**src/rtl/arty_reset_sequencer.sv**
```systemverilog
// rtl/arty_reset_sequencer.sv - board-level reset sequencer: hold, wait for MMCM lock, settle, release
module arty_reset_sequencer #(
    parameter int unsigned P_MIN_HOLD_CYCLES    = 256,
    parameter int unsigned P_LOCK_SETTLE_CYCLES = 1024,
    parameter int unsigned P_DEBOUNCE_CYCLES    = 1000000
) (
    input  logic       i_clk_mhz,
    input  logic       i_rstn_global,
    input  logic       i_mmcm_locked,
    input  logic       i_btn_rst,
    input  logic       i_soft_rst,
    output logic       o_rstn_seq,
    output logic       o_ready,
    output logic [1:0] o_cause,
    output logic [7:0] o_lock_loss_count
);

    localparam int unsigned HOLD_W   = $clog2(P_MIN_HOLD_CYCLES);
    localparam int unsigned SETTLE_W = $clog2(P_LOCK_SETTLE_CYCLES);
    localparam int unsigned DB_W     = $clog2(P_DEBOUNCE_CYCLES);

    localparam logic [HOLD_W-1:0]   HOLD_MAX   = HOLD_W'(P_MIN_HOLD_CYCLES - 1);
    localparam logic [SETTLE_W-1:0] SETTLE_MAX = SETTLE_W'(P_LOCK_SETTLE_CYCLES - 1);
    localparam logic [DB_W-1:0]     DB_MAX     = DB_W'(P_DEBOUNCE_CYCLES - 1);

    localparam logic [1:0] CAUSE_LOCK = 2'b01;
    localparam logic [1:0] CAUSE_BTN  = 2'b10;
    localparam logic [1:0] CAUSE_SOFT = 2'b11;

    typedef enum logic [1:0] {
        S_HOLD      = 2'd0,
        S_WAIT_LOCK = 2'd1,
        S_SETTLE    = 2'd2,
        S_RUN       = 2'd3
    } state_t;

    state_t state_q, state_d;

    logic lock_meta_q, lock_sync_q;
    logic btn_meta_q, btn_sync_q;

    logic            btn_db_q, btn_db_d;
    logic [DB_W-1:0] db_cnt_q, db_cnt_d;

    logic [HOLD_W-1:0]   hold_cnt_q, hold_cnt_d;
    logic [SETTLE_W-1:0] settle_cnt_q, settle_cnt_d;

    logic       rstn_q, rstn_d;
    logic       ready_q, ready_d;
    logic [1:0] cause_q, cause_d;
    logic [7:0] loss_cnt_q, loss_cnt_d;

    // Two-flop synchronizers for the asynchronous lock and button inputs
    always_ff @(posedge i_clk_mhz or negedge i_rstn_global) begin
        if (!i_rstn_global) begin
            lock_meta_q <= 1'b0;
            lock_sync_q <= 1'b0;
            btn_meta_q  <= 1'b0;
            btn_sync_q  <= 1'b0;
        end else begin
            lock_meta_q <= i_mmcm_locked;
            lock_sync_q <= lock_meta_q;
            btn_meta_q  <= i_btn_rst;
            btn_sync_q  <= btn_meta_q;
        end
    end

    // Debounce: the button must disagree with the debounced state for a full interval to flip it
    always_comb begin
        btn_db_d = btn_db_q;
        db_cnt_d = '0;
        if (btn_sync_q != btn_db_q) begin
            if (db_cnt_q == DB_MAX) begin
                btn_db_d = btn_sync_q;
            end else begin
                db_cnt_d = db_cnt_q + DB_W'(1);
            end
        end
    end

    // Debounce state registers
    always_ff @(posedge i_clk_mhz or negedge i_rstn_global) begin
        if (!i_rstn_global) begin
            btn_db_q <= 1'b0;
            db_cnt_q <= '0;
        end else begin
            btn_db_q <= btn_db_d;
            db_cnt_q <= db_cnt_d;
        end
    end

    // FSM state register
    always_ff @(posedge i_clk_mhz or negedge i_rstn_global) begin
        if (!i_rstn_global) begin
            state_q <= S_HOLD;
        end else begin
            state_q <= state_d;
        end
    end

    // FSM next state; in RUN any exit condition returns to HOLD, cause chosen separately
    always_comb begin
        state_d = state_q;
        case (state_q)
            S_HOLD: begin
                if (hold_cnt_q == HOLD_MAX && !btn_db_q) state_d = S_WAIT_LOCK;
            end
            S_WAIT_LOCK: begin
                if (btn_db_q)         state_d = S_HOLD;
                else if (lock_sync_q) state_d = S_SETTLE;
            end
            S_SETTLE: begin
                if (btn_db_q)                        state_d = S_HOLD;
                else if (!lock_sync_q)               state_d = S_WAIT_LOCK;
                else if (settle_cnt_q == SETTLE_MAX) state_d = S_RUN;
            end
            S_RUN: begin
                if (!lock_sync_q || btn_db_q || i_soft_rst) state_d = S_HOLD;
            end
            default: state_d = S_HOLD;
        endcase
    end

    // FSM outputs and counters; reset outputs follow the next state so they change on the RUN entry/exit edge
    always_comb begin
        hold_cnt_d   = '0;
        settle_cnt_d = '0;
        rstn_d       = (state_d == S_RUN);
        ready_d      = (state_d == S_RUN);
        cause_d      = cause_q;
        loss_cnt_d   = loss_cnt_q;

        if (state_q == S_HOLD) begin
            hold_cnt_d = (hold_cnt_q == HOLD_MAX) ? hold_cnt_q : hold_cnt_q + HOLD_W'(1);
        end

        // Counter clears whenever SETTLE is left or re-entered
        if (state_q == S_SETTLE && state_d == S_SETTLE) begin
            settle_cnt_d = settle_cnt_q + SETTLE_W'(1);
        end

        if (state_q == S_RUN && state_d == S_HOLD) begin
            if (!lock_sync_q) begin
                cause_d = CAUSE_LOCK;
                if (loss_cnt_q != 8'hFF) loss_cnt_d = loss_cnt_q + 8'd1;
            end else if (btn_db_q) begin
                cause_d = CAUSE_BTN;
            end else begin
                cause_d = CAUSE_SOFT;
            end
        end
    end

    // Counter and output registers
    always_ff @(posedge i_clk_mhz or negedge i_rstn_global) begin
        if (!i_rstn_global) begin
            hold_cnt_q   <= '0;
            settle_cnt_q <= '0;
            rstn_q       <= 1'b0;
            ready_q      <= 1'b0;
            cause_q      <= 2'b00;
            loss_cnt_q   <= 8'd0;
        end else begin
            hold_cnt_q   <= hold_cnt_d;
            settle_cnt_q <= settle_cnt_d;
            rstn_q       <= rstn_d;
            ready_q      <= ready_d;
            cause_q      <= cause_d;
            loss_cnt_q   <= loss_cnt_d;
        end
    end

    assign o_rstn_seq        = rstn_q;
    assign o_ready           = ready_q;
    assign o_cause           = cause_q;
    assign o_lock_loss_count = loss_cnt_q;

endmodule

```
**config.mk**
```make
export PLATFORM = sky130hd
export DESIGN_NAME = arty_reset_sequencer
export DESIGN_NICKNAME = d
export VERILOG_FILES = /design/src/rtl/arty_reset_sequencer.sv
export SDC_FILE = /design/constraint.sdc
export NUM_CORES = 1
export LEC_CHECK = 0
export ABC_CLOCK_PERIOD_IN_PS = 2100
export CORE_ASPECT_RATIO = 1.25
export CORE_UTILIZATION = 39
export CTS_CLUSTER_DIAMETER = 50
export DETAILED_ROUTE_END_ITERATION = 7
export PLACE_DENSITY = 0.56
export SLEW_MARGIN = 20
export SYNTH_ARGS = -nofsm -noshare
export SYNTH_HDL_FRONTEND = slang
export SYNTH_SLANG_ARGS = --single-unit
```
**constraint.sdc**
```tcl
create_clock -name i_clk_mhz -period 2.1 [get_ports i_clk_mhz]
set_input_delay 0.42 -clock i_clk_mhz [delete_from_list [all_inputs] [get_ports i_clk_mhz]]
set_output_delay 0.42 -clock i_clk_mhz [all_outputs]
set_load 0.01 [all_outputs]
```
==> metrics.yaml, run 1 <==
status: "finished clean"
firstDrtPassIters: 4
core-area_um2: 6520
clkPwrFrac: 0.281
final_nets: 275
numPortBuffers: 16
synth_top_family_by_area: "simple AND/OR/NAND/NOR gates"
fill_cells: 661
hold_viol: 0
ios: 17
fin_tns_setup_ns: 0
dp_cells: 346
yosysWarningCount: 0
finalSetupViolCount: 0
synthArstFlopShare: 1.00
drtAntennaViolNets: 0
crit_path_end_kind: "register"
rsz0062_at_grt: "no"
ys_seq_area_frac: 0.535
wire_per_inst_um: 12.9
r2r_slack_ns: 0.20
gp_congestion: 0.772
rows: 33
cts-htree-levels: 2
switching_share: 0.281
dieArea_um2: 7050
grt_pass1_wl_um: 7950
antenna_found_initial: 0
finalPower_mw: 2.14
drt-vias-per-instance: 5.20
p_int_mw: 1.54
crit_path_start_kind: "register"
comb_power_share: 0.137
synth-seq-cells: 56
cts_hold_buf: 0
insertion_delay_ns: 0.31
min_period_ns: 1.90
syn_inst: 248
cts_resized: 0
muxShareOfSynthArea: 0.0162
p_leak_nw: 1.24
drtIter0Drc: 41
critPathKind: "register to register"
grt-ovfl-total: 0
syn_nets: 257
powerDensity_nw_per_um2: 722
cp_max_fo: 5
synthFlopType: "dfrtp_1"
area_growth_pct: 13.3
holdWs_ns: 0.0891
path_clk_slew_ns: 0.10
track_usage: 0.144
peakVddDrop_uv: 391
cts_tree: "built"
synthAdderAreaFrac: 0.0191
cts_made_buffers: 5
cp.arrival_ns: 2.14
fin_worst_skew_ns: 0.00857
die_w_um: 75.3
drc: 0
syn_area_um2: 2620
yosys.area_share.simple: 0.234
instances_no_fill: 354
cts_buffer_depth: 2
hpwl_um: 3120
avgSynthCellArea_um2: 10.6
die_h_um: 93.7
postCtsSetupRepairBufs: 0
min_path_type: "input port to asynchronous set/reset pin"
synth_compound_area_frac: 0.0721
clockRootBuffer: "clkbuf_8"
grt_max_degree: 57
synth_edf_count: 0
initial_core_util: 0.402
grt_pass1_vias: 1793
ys_types: 44
crit_required_ns: 2.34
power_switching_mw: 0.604
synth_xor_area_frac: 0.100
fmax_mhz: 525
drv_cap: 0
p_seq_frac: 0.582
drive_gt1_frac: 0.0749
n_antenna_cell: 0
clock-sinks: 56
slew_headroom: 0.640
tightest_slew_ns: 0.527
num_vias: 1840
finalCritPeriodShare: 0.907
totalWireLength_um: 4580
drv_slew: 0
## area by class of cell
| type | instances | area, µm² | share of cell area |
|---|---|---|---|
| tap | 87 | 109 | 0.0367 |
| timing repair buffer | 18 | 183 | 0.0615 |
| multi-input combinational | 178 | 1160 | 0.390 |
| clock inverter | 3 | 22.5 | 0.00759 |
| inverter | 7 | 26.3 | 0.00885 |
| sequential | 56 | 1400 | 0.472 |
| clock buffer | 5 | 68.8 | 0.0232 |
## kinds of logic (layout without fill, tap and decap cells)
group,Yosys count,in the layout
flip-flops,56,56
adder cells (fa/ha/maj),4,4
XOR/XNOR,30,30
AO/OA/AOI/OAI,28,28
AND/OR/NAND/NOR,112,112
buffers and inverters,14,33
multiplexers,4,4
## per-layer routing
layer | global-route usage | wire (µm)
met4 | 0.0509 | 55
met1 | 0.188 | 2190
met2 | 0.240 | 2220
met5 | 0 | 0
met3 | 0.0225 | 109
## power groups by stage
stage	combinational [mW]	sequential [mW]	clock (mW)
finish	0.294	1.25	0.603
global placement	0.295	1.27	0
floorplan	0.177	1.26	0
detailed placement	0.301	1.27	0
global route	0.336	1.27	0.670
CTS	0.302	1.25	0.642
## worst paths after layout
check	end	startpoint	depth (start not counted)
hold / removal	settle_cnt_q[7]	i_rstn_global	2
hold reg to reg	btn_sync_q	btn_meta_q	0
setup / recovery	db_cnt_q[18]	db_cnt_q[0]	5
max in group asynchronous	settle_cnt_q[4]	i_rstn_global	2
setup reg to reg	db_cnt_q[18]	db_cnt_q[0]	5
min in group i_clk_mhz	btn_sync_q	btn_meta_q	0
## state kept, by name (all words and copies together), names as in the netlist
signal             count
o_lock_loss_count      8
settle_cnt_q          10
btn_meta_q             1
state_q                2
o_ready                1
db_cnt_q              20
btn_sync_q             1
o_cause                2
hold_cnt_q             8
lock_meta_q            1
lock_sync_q            1
btn_db_q               1
## worst max-delay path: stages, from the launching register on
cell and delay, ns:
dfrtp_1 0.39, ha_1 0.23, nand4_1 0.23, and4bb_2 0.39, or3b_2 0.44, a21oi_1 0.15
## layout by cell type (no fill, tap or decap), drive strengths merged, types with 4 or more instances in the layout
master,count
inv,8
nand4,6
nor2,35
nand2,16
dfrtp,56
nor4,4
a21oi,8
clkbuf,5
xor2,13
nand3,14
xnor2,17
and4,7
nor3,5
ha,4
and3,4
o21ai,5
clkdlybuf4s50,15
## cells in the mapped netlist, types with 3 or more instances
cell / instances / area (µm²)
xnor2_1: 17 / 149
nor2_1: 35 / 131
and3_1: 4 / 25.0
nand2_1: 16 / 60.1
and4_1: 7 / 61.3
o21ai_0: 5 / 25.0
a21oi_1: 8 / 40.0
nand4_1: 5 / 31.3
o31ai_1: 3 / 22.5
clkbuf_1: 4 / 15.0
nor3_1: 5 / 25.0
ha_1: 4 / 50.1
or2_2: 3 / 18.8
nand3_1: 14 / 70.1
nor4_1: 4 / 25.0
xor2_1: 13 / 114
or4_1: 3 / 22.5
dfrtp_1: 56 / 1400
inv_1: 7 / 26.3
## per-stage QoR
step	cell area (µm²)	utilization	worst slack [ns]
after CTS	2970	0.455	0.199
after global routing	2970	0.455	0.0401
after global placement	2880	0.441	0.225
final	2970	0.455	0.195
after floorplan	2620	-	0.371
after detailed placement	2880	0.441	0.201
(Power assumes the default switching activity.)
==> inputs of run 2 (changes only) <==
--- a/config.mk
+++ b/config.mk
@@ -5,11 +5,13 @@
 export SDC_FILE = /design/constraint.sdc
 export NUM_CORES = 1
 export LEC_CHECK = 0
+export ABC_AREA = 1
 export ABC_CLOCK_PERIOD_IN_PS = 2100
 export CORE_ASPECT_RATIO = 1.25
 export CORE_UTILIZATION = 39
 export CTS_CLUSTER_DIAMETER = 50
 export DETAILED_ROUTE_END_ITERATION = 7
+export MAX_ROUTING_LAYER = met4
 export PLACE_DENSITY = 0.56
 export SLEW_MARGIN = 20
 export SYNTH_ARGS = -nofsm -noshare
==> run 2 against run 1 <==
  * Global-route usage is 2.4 points higher
  * Sequential cell count did not move
  * Utilization grew 0.73 points
  * Largest power group unchanged
  * Clock skew decreased by 0.0037 ns
  * Maximum frequency rose by 7.9%
  * Design area rose by 9.3%
  * Die area increased by 8.5%
  * Non-clock buffer count did not move
  * Synthesized cell count grew 40%
  * Count of clock-buffer cells in the layout up 2
  * Combinational power is 81% lower
  * Via count is 18% higher
==> metrics.yaml, run 2 <==
status: "finished clean"
peakVddDrop_uv: 333  # -15%
rr_endpoint: "o_lock_loss_count[4]"
postCtsSetupRepairBufs: 0  # unchanged
critPathKind: "register to output pin"
hpwl_um: 3970  # +27%
num_vias: 2177  # +18%
crit_path_start_kind: "register"
powerDensity_nw_per_um2: 590  # -18%
slew_headroom: 0.700  # +0.0605
min_path_type: "input port to asynchronous set/reset pin"
crit_family: "buffers and inverters"
drive_gt1_frac: 0.0595  # -0.0154
cpPeakStageDelay_ns: 0.57  # +0.13 ns
cp.buffers_inverters: 1  # +1
drtAntennaViolNets: 0  # unchanged
synthMostInstantiatedCell: "nand2_1"
drv_cap: 0  # unchanged
area_growth_pct: 13.9
grt_pass1_wl_um: 9820  # +24%
synthTopCellsByCount: "80 x nand2_1, 74 x nor2_1, 56 x dfrtp_1"
cts_made_buffers: 5  # unchanged
path_cells: "clkdlybuf4s50_1"
ys_seq_area_frac: 0.492  # -0.0429
numPortBuffers: 16  # unchanged
dieArea_um2: 7660  # +8.5%
drtIter0Drc: 144  # +250%
cts-htree-levels: 2  # unchanged
slowest_stage: "clkdlybuf4s50_1"
finalSetupViolCount: 0  # unchanged
yosysTopAreaCellShare: 0.492  # -0.0429
place_ws_ns: 0.209  # +0.00834 ns
finalCritPeriodShare: 0.840  # -0.0667
tightest_slew_ns: 0.450  # -0.0772 ns
largest_register_ffs: 20  # unchanged
ys_top_cells_by_area: "dfrtp_1 49%, nand2_1 11%, nor2_1 9.7%"
p_leak_nw: 1.39  # +12%
track_usage: 0.169  # +0.0242
cp.arrival_ns: 1.34  # -0.80 ns
final_nets: 378  # +37%
clockRootBuffer: "clkbuf_8"
layout_common_cells: "80 x nand2_1, 74 x nor2_1, 56 x dfrtp_1, 30 x inv_1, 28 x nand3_1"
final_common_cell: "nand2_1"
r2r_slack_ns: 0.36  # +0.16 ns
crit_path_end_kind: "output pin"
fill_cells: 710  # +7.4%
min_period_ns: 1.76  # -0.140 ns
antenna_found_initial: 0  # unchanged
synth_area_leader_cell: "dfrtp_1"
fin_worst_skew_ns: 0.00489  # -0.00369 ns
rr_worst_depth: 8  # +3
syn_inst: 347  # +40%
crit_start: "o_lock_loss_count[5]"
gp_congestion: 0.878  # +14%
reg.largest.list: "db_cnt_q x20, settle_cnt_q x10"
cts_resized: 0  # unchanged
n_antenna_cell: 0  # unchanged
drt-vias-per-instance: 4.73  # -8.9%
grt-ovfl-total: 0  # unchanged
synth-seq-cells: 56  # unchanged
firstDrtPassIters: 4  # unchanged
insertion_delay_ns: 0.31  # about the same
wire_per_inst_um: 11.6  # -10%
clock-sinks: 56  # unchanged
die_h_um: 97.6  # +4.2%
cts_tree: "built"
yosysWarningCount: 0  # unchanged
cts_buffer_depth: 2  # unchanged
layout_setup_ws_ns: 0.336  # +0.140 ns
hold_viol: 0  # unchanged
synth_edf_count: 0  # unchanged
synthArstFlopShare: 1.00  # unchanged
syn_nets: 356  # +39%
ios: 17  # unchanged
rsz0062_at_grt: "no"
core-area_um2: 7020  # +7.6%
fin_tns_setup_ns: 0  # unchanged
cp_max_fo: 6  # +1
regToRegStartpoint: "o_lock_loss_count[0]"
crit_path_end: "o_lock_loss_count[5]"
avgSynthCellArea_um2: 8.21  # -22%
grt_max_degree: 39  # -32%
path_clk_slew_ns: 0.10  # about the same
rows: 34  # +3.0%
top_register: "db_cnt_q"
die_w_um: 78.5  # +4.2%
ys_types: 32  # -27%
path_depth: 1  # -4
synthFlopType: "dfrtp_1"
totalWireLength_um: 5360  # +17%
syn_area_um2: 2850  # +8.7%
grt_pass1_vias: 2116  # +18%
drv_slew: 0  # unchanged
drc: 0  # unchanged
fmax_mhz: 567  # +7.9%
crit_required_ns: 1.68  # -0.66 ns
cts_hold_buf: 0  # unchanged
initial_core_util: 0.406  # +0.00426
## run 2: changes by cell type after synthesis, moves of 3 or more
cell      before  now
and3_1         4    0
and4_1         7    0
clkbuf_1       4    0
inv_1          7   30
nand2_1       16   80
nand3_1       14   28
nor2_1        35   74
nor4_1         4    0
o21ai_0        5    9
or4_1          3    0
xnor2_1       17   10
## run 2: kinds of logic after synthesis
kind of cell,share of synthesized area
DFF,0.492
buffers and inverters,0.0500
adders and majority gates,0.0176
and+or+nand+nor,0.317
xor gates and xnor gates,0.0768
AOI/OAI and AO/OA,0.0465
## run 2: routing by layer
| layer | GRT usage | share of wire |
|---|---|---|
| met5 | - | 0 |
| met1 | 0.221 | 0.48 |
| met3 | 0.0235 | 0.027 |
| met2 | 0.265 | 0.47 |
| met4 | 0.0641 | 0.018 |
## run 2: metrics by stage
stage          total power, mW  std cells  area (µm²)   util  hold WS [ns]
6_report                  1.92        460        3250  0.462        0.0421
5_1_grt                   2.01        460        3250  0.462        0.0667
4_1_cts                   1.95        460        3250  0.462        0.0486
3_5_place_dp              1.17        452        3120  0.444         0.335
3_3_place_gp              1.17        452        3120  0.444         0.335
2_1_floorplan             1.14        347        2850      -         0.124
## run 2: layout make-up
cell class | instances | area (µm²) | share of cell area
flip-flops and latches | 56 | 1400 | 0.432
multi-input cells | 257 | 1310 | 0.402
repair buffers | 18 | 183 | 0.0563
inverters | 31 | 116 | 0.0359
well taps | 90 | 113 | 0.0347
clock buffers | 7 | 96.3 | 0.0297
clock inverters | 1 | 30.0 | 0.00925
## run 2: worst min path at each step
stage,from,endpoint,slack [ns],cells past startpoint
6_report,i_rstn_global,hold_cnt_q[2],0.04,1
5_1_grt,i_rstn_global,settle_cnt_q[3],0.07,1
3_3_place_gp,lock_meta_q,lock_sync_q,0.34,0
4_1_cts,i_rstn_global,settle_cnt_q[3],0.05,1
3_5_place_dp,lock_meta_q,lock_sync_q,0.33,0
2_1_floorplan,i_rstn_global,btn_db_q,0.12,0
## run 2: report_power, final
group | switching [mW] | leakage, nW | internal [mW] | total (mW)
combinational | 0.0385 | 0.579 | 0.0187 | 0.0572
clock | 0.345 | 0.0645 | 0.421 | 0.766
sequential | 0.00651 | 0.745 | 1.09 | 1.09
==> inputs of run 3 (changes only) <==
--- a/config.mk
+++ b/config.mk
@@ -6,13 +6,13 @@
 export NUM_CORES = 1
 export LEC_CHECK = 0
 export ABC_AREA = 1
-export ABC_CLOCK_PERIOD_IN_PS = 2100
+export ABC_CLOCK_PERIOD_IN_PS = 1500
 export CORE_ASPECT_RATIO = 1.25
 export CORE_UTILIZATION = 39
 export CTS_CLUSTER_DIAMETER = 50
 export DETAILED_ROUTE_END_ITERATION = 7
 export MAX_ROUTING_LAYER = met4
-export PLACE_DENSITY = 0.56
+export PLACE_DENSITY = 0.58
 export SLEW_MARGIN = 20
 export SYNTH_ARGS = -nofsm -noshare
 export SYNTH_HDL_FRONTEND = slang
==> constraint.sdc (replaced) <==
create_clock -name i_clk_mhz -period 1.5 [get_ports i_clk_mhz]
set_input_delay 0.3 -clock i_clk_mhz [delete_from_list [all_inputs] [get_ports i_clk_mhz]]
set_output_delay 0.3 -clock i_clk_mhz [all_outputs]
set_load 0.01 [all_outputs]
==> run 3 against run 2 <==
  * Sequential share of layout area is 3.4 points lower
  * Sequential cell count stayed put
  * Non-clock buffer count is 28 higher
  * Critical path type unchanged
  * Largest power group unchanged
  * Highest routed layer unchanged
==> metrics.yaml, run 3 (synthesis gave the netlist of run 2 again) <==
fill_cells: 680  # -4.2%
top_register: "db_cnt_q"
rsz0062_at_grt: "yes"
multi_input_area_um2: 1390  # +6.6%
fmax_mhz: 702
drtIter0Drc: 114  # -21%
finalCritPeriodShare: 0.949
hold_viol: 0  # unchanged
cp.arrival_ns: 1.12  # -0.22 ns
grt_pass1_vias: 2241  # +5.9%
crit_required_ns: 1.20  # -0.48 ns
drive_gt1_frac: 0.165  # +0.106
final_common_cell: "nand2_1"
firstDrtPassIters: 4  # unchanged
holdWs_ns: 0.362  # +0.320 ns
drtAntennaViolNets: 0  # unchanged
largest_register_ffs: 20  # unchanged
rr_worst_depth: 8  # unchanged
rr_endpoint: "db_cnt_q[4]"
critPathKind: "register to output pin"
gp_congestion: 0.873  # -0.60%
cts_buffer_depth: 2  # unchanged
fin_worst_skew_ns: 0.0106  # +0.00574 ns
drv_cap: 0  # unchanged
path_clk_slew_ns: 0.10  # about the same
wire_per_inst_um: 12.0  # +2.7%
peakVddDrop_uv: 426  # +28%
comb_power_share: 0.037  # +0.007
clkPwrFrac: 0.389  # -0.011
seq_area_um2: 1400  # +0.18%
clockRootBuffer: "clkbuf_8"
dieArea_um2: 7660  # unchanged
r2r_slack_ns: 0.10  # -0.26 ns
regToRegStartpoint: "db_cnt_q[1]"
fin_tns_setup_ns: 0  # unchanged
grt-ovfl-total: 0  # unchanged
powerDensity_nw_per_um2: 755  # +28%
die_h_um: 97.6  # unchanged
min_period_ns: 1.42
cts-htree-levels: 2  # unchanged
rows: 34  # unchanged
p_int_mw: 2.10  # +38%
switching_share: 0.210  # +0.00602
cp_max_fo: 3  # -3
crit_path_end: "o_lock_loss_count[0]"
drt-vias-per-instance: 4.83  # +2.0%
ios: 17  # unchanged
track_usage: 0.173  # +0.00390
tightest_slew_ns: 0.422  # -0.0273 ns
cts_tree: "built"
power_switching_mw: 0.559  # +43%
core-area_um2: 7020  # unchanged
grt_pass1_wl_um: 10200  # +3.7%
crit_path_end_kind: "output pin"
drv_slew: 0  # unchanged
grt_max_degree: 42  # +7.7%
finalSetupViolCount: 0  # unchanged
hpwl_um: 4240  # +6.7%
reg.largest.list: "db_cnt_q x20, settle_cnt_q x10"
min_path_type: "register to register"
totalWireLength_um: 5850  # +9.1%
n_antenna_cell: 0  # unchanged
final_nets: 407  # +7.7%
clock-sinks: 56  # unchanged
slew_headroom: 0.718  # +0.0179
die_w_um: 78.5  # unchanged
numPortBuffers: 16  # unchanged
p_leak_nw: 1.57  # +13%
num_vias: 2360  # +8.4%
p_seq_frac: 0.574  # +0.004
layout_common_cells: "77 x nand2_1, 67 x nor2_1, 54 x dfrtp_1, 30 x inv_1, 28 x buf_4"
area_growth_pct: 23.7
insertion_delay_ns: 0.30  # about the same
crit_start: "o_lock_loss_count[0]"
crit_path_start_kind: "register"
status: "finished clean"
antenna_found_initial: 0  # unchanged
drc: 0  # unchanged
cts_made_buffers: 5  # unchanged
initial_core_util: 0.406  # unchanged
==> run 3: critical path, cell delays in order, from the launching register on <==
cell and delay [ns]:
dfrtp_1 0.39, buf_4 0.15, dlygate4sd2_1 0.28
==> run 3: per-stage QoR <==
stage          cells  power [mW]  setup slack (ns)  instance area [µm²]  utilization
2_1_floorplan    347        1.59             0.100                 2850            -
3_3_place_gp     470        1.65           -0.0987                 3250        0.464
3_5_place_dp     470        1.65            -0.150                 3250        0.464
4_1_cts          483        2.70           0.00827                 3400        0.485
5_1_grt          489        2.77           -0.0225                 3530        0.502
6_report         489        2.66            0.0758                 3530        0.502
==> run 3: routing by layer <==
layer	vias to the layer above	wire (µm)	GRT usage	share of wire
met4	0	43	0.0513	0.0074
li1	1203	-	-	-
met3	4	113	0.0207	0.019
met1	1123	2760	0.223	0.47
met2	30	2930	0.282	0.50
met5	-	0	-	0
==> run 3: area by class of cell <==
| type | count | area share |
|---|---|---|
| timing repair buffer | 46 | 0.108 |
| clock inverter | 2 | 0.0110 |
| sequential | 56 | 0.398 |
| clock buffer | 6 | 0.0234 |
| inverter | 31 | 0.0330 |
| multi-input combinational | 258 | 0.395 |
| tap | 90 | 0.0319 |
==> run 3: power by group through the flow <==
stage | logic [mW] | clock network [mW] | registers [mW]
after floorplan | 0.0320 | 0 | 1.56
after global placement | 0.0911 | 0 | 1.56
after detailed placement | 0.0920 | 0 | 1.56
after CTS | 0.0943 | 1.08 | 1.53
after global routing | 0.113 | 1.12 | 1.53
final | 0.0973 | 1.04 | 1.53
==> run 3: repair_timing <==
item                                    in CTS  in global routing
pin swaps                                    0                  9
endpoints found under the hold margin       15                  0
endpoints found under the setup margin      12                 29
cloned                                       0                  1
resized for setup                           13                 21
buffers inserted                             4                  5
hold buffers                                 1                  0
==> run 3: worst min path at each step <==
stage	from	endpoint	slack, ns	cells past startpoint
5_1_grt	lock_meta_q	lock_sync_q	0.38	0
4_1_cts	lock_meta_q	lock_sync_q	0.37	0
6_report	lock_meta_q	lock_sync_q	0.36	0
3_3_place_gp	i_rstn_global	settle_cnt_q[5]	0.25	1
3_5_place_dp	i_rstn_global	settle_cnt_q[5]	0.25	1
2_1_floorplan	i_rstn_global	btn_db_q	0.004	0
==> RTL edit, RTL diff (config.mk and constraints of run 1) <==
Register the output `o_lock_loss_count` once more, with the module's reset; this adds one clock of latency there. The other outputs are not delayed to match.
--- a/src/rtl/arty_reset_sequencer.sv
+++ b/src/rtl/arty_reset_sequencer.sv
@@ -173,7 +173,13 @@
     assign o_rstn_seq        = rstn_q;
     assign o_ready           = ready_q;
     assign o_cause           = cause_q;
-    assign o_lock_loss_count = loss_cnt_q;
+    always_ff @(posedge i_clk_mhz or negedge i_rstn_global) begin
+        if (!i_rstn_global) begin
+            o_lock_loss_count <= '0;
+        end else begin
+            o_lock_loss_count <= loss_cnt_q;
+        end
+    end
 
 endmodule
 
Function: same outputs for any inputs over 10 cycles, from zero or initial values and one cycle with i_rstn_global low; that may be too few to reach the edited logic, so the function may still have changed.
==> RTL edit against run 1 <==
- worst hold slack worse by 0.020 ns
- combinational power is 2% lower
- synthesized area rose by 7.2%
- synthesized cell count rose by 2.8%
- count of clock-buffer cells in the layout is 5 higher
- largest cell class unchanged
- non-clock buffer count is 3 higher
- highest routed layer unchanged
- clock power increased by 76%
- final area grew 11%
- sequential cell count increased by 8
- wire length grew 5.5%
- worst setup slack better by 0.050 ns
- total power grew 30%
==> RTL edit: results (changes against run 1) <==
[detailed_routing]
dr_wl_met3_um = 93  ; was 109 um
top_layer_used = met4  ; unchanged
routedWlPerCell_um = 12.8  ; was 12.9 um
wl_met2_um = 2290  ; was 2220 um
wl_met1_um = 2340  ; was 2190 um
drt-initial-drc-count = 87  ; was 41
vias = 1894  ; was 1840
firstDrtPassIters = 4  ; unchanged

[pwr]
p_leak_nw = 1.40  ; was 1.24 nW
ir_drop_mv = 0.463  ; was 0.391 mV

[placed_design]
hpwl_um = 3300  ; was 3120 um
place_area_um2 = 3100  ; was 2880 um^2
pre_cts_slack_ns = 0.211  ; was 0.201 ns
gp_congestion = 0.772  ; about the same
io_buffers = 16  ; unchanged

[yosys]
synthAdderAreaFrac_pct = 1.78  ; was 1.91%
synth.area.mux_share_pct = 1.16  ; was 1.62%
synth-xor-area-share_pct = 9.67  ; was 10.0%
synthFlopType = dfrtp_1  ; unchanged
ys_warn_count = 0  ; unchanged
yosysUniqueCellTypes = 46  ; was 44
synth_area_leaders = dfrtp_1, xnor2_1, nor2_1  ; unchanged
netlist_top_cells_count = dfrtp_1, nor2_1, xnor2_1  ; unchanged
async_flop_share_pct = 100  ; unchanged
ys_seq_area_share_pct = 57.0  ; was 53.5%
synth-compound-area-share_pct = 7.08  ; was 7.21%
syn_nets = 264  ; was 257

[worst_hold_path]
hold_path.class = input port to asynchronous set/reset pin  ; unchanged

[cells_and_area]
reg_top3 = db_cnt_q x20, settle_cnt_q x10  ; unchanged
drive_gt1_share_pct = 10.1  ; was 7.49%
final_nets = 291  ; was 275

[grt]
met3_usage_pct = 3.02  ; was 2.25%
track_usage_pct = 15.5  ; was 14.4%
grt-ovfl-total = 0  ; unchanged
grt_max_degree = 33  ; was 57
met1_usage_pct = 19.5  ; was 18.8%
grt_pass1_wl_um = 8940  ; was 7950 um
grtUsageMet2_pct = 24.0  ; about the same

[critical_path]
critPathLaunch = db_cnt_q[2]  ; was db_cnt_q[0]
critical_path.max_fanout = 9  ; was 5
reg2reg_to = db_cnt_q[13]  ; was db_cnt_q[18]
r2r_cells = 4  ; was 5
cp.arrival_ns = 2.11  ; was 2.14 ns
cp-end-kind = flip-flop  ; unchanged

[sta]
period_minus_slack_ns = 1.85  ; was 1.90 ns
maxSlewHeadroom_pct = 59.3  ; was 64.0%
fin_skew_ns = 0.00915  ; was 0.00857 ns

[cts]
clk_latency_ns = 0.34  ; was 0.31 ns
numCtsBuffers = 9  ; was 5
htree_levels = 3  ; was 2
cts_max_path_buffers = 2  ; unchanged
cts_resized = 0  ; unchanged
postCtsSetupBuffers = 0  ; unchanged
cts.clk_slew.worst_paths_ns = 0.08  ; was 0.10 ns
clockRootBuffer = clkbuf_8  ; unchanged

[status]
outcome = completed  ; unchanged

[floorplanning]
fp-row-count = 34  ; was 33

-- RTL edit: where the power goes --
part / leakage (nW) / internal, mW / switching, mW
logic: 0.439 / 0.141 / 0.147
registers: 0.865 / 1.33 / 0.0975
clock network: 0.0989 / 0.584 / 0.480
-- RTL edit: stage by stage --
| step | hold slack [ns] | util, % | cells |
|---|---|---|---|
| finish | 0.0692 | 47.4 | 377 |
| global route | 0.104 | 47.4 | 377 |
| CTS | 0.0844 | 47.4 | 377 |
| detailed placement | 0.336 | 44.4 | 361 |
| global placement | 0.336 | 44.4 | 361 |
| floorplan | 0.124 | - | 255 |
-- RTL edit: worst max-delay path, stage by stage, from the launching register on --
cell and delay, ns:
dfrtp_1 0.43, nand3_1 0.17, or3_1 0.53, or4b_1 0.50
a21oi_1 0.15
-- RTL edit: final cells by class --
type	instances	area (um^2)
Timing Repair Buffer	21	205
Tap cell	90	113
Clock buffer	10	138
Clock inverter	6	67.6
Sequential cell	64	1600
Fill cell	674	3670
Multi-Input combinational cell	178	1150
Inverter	8	30.0
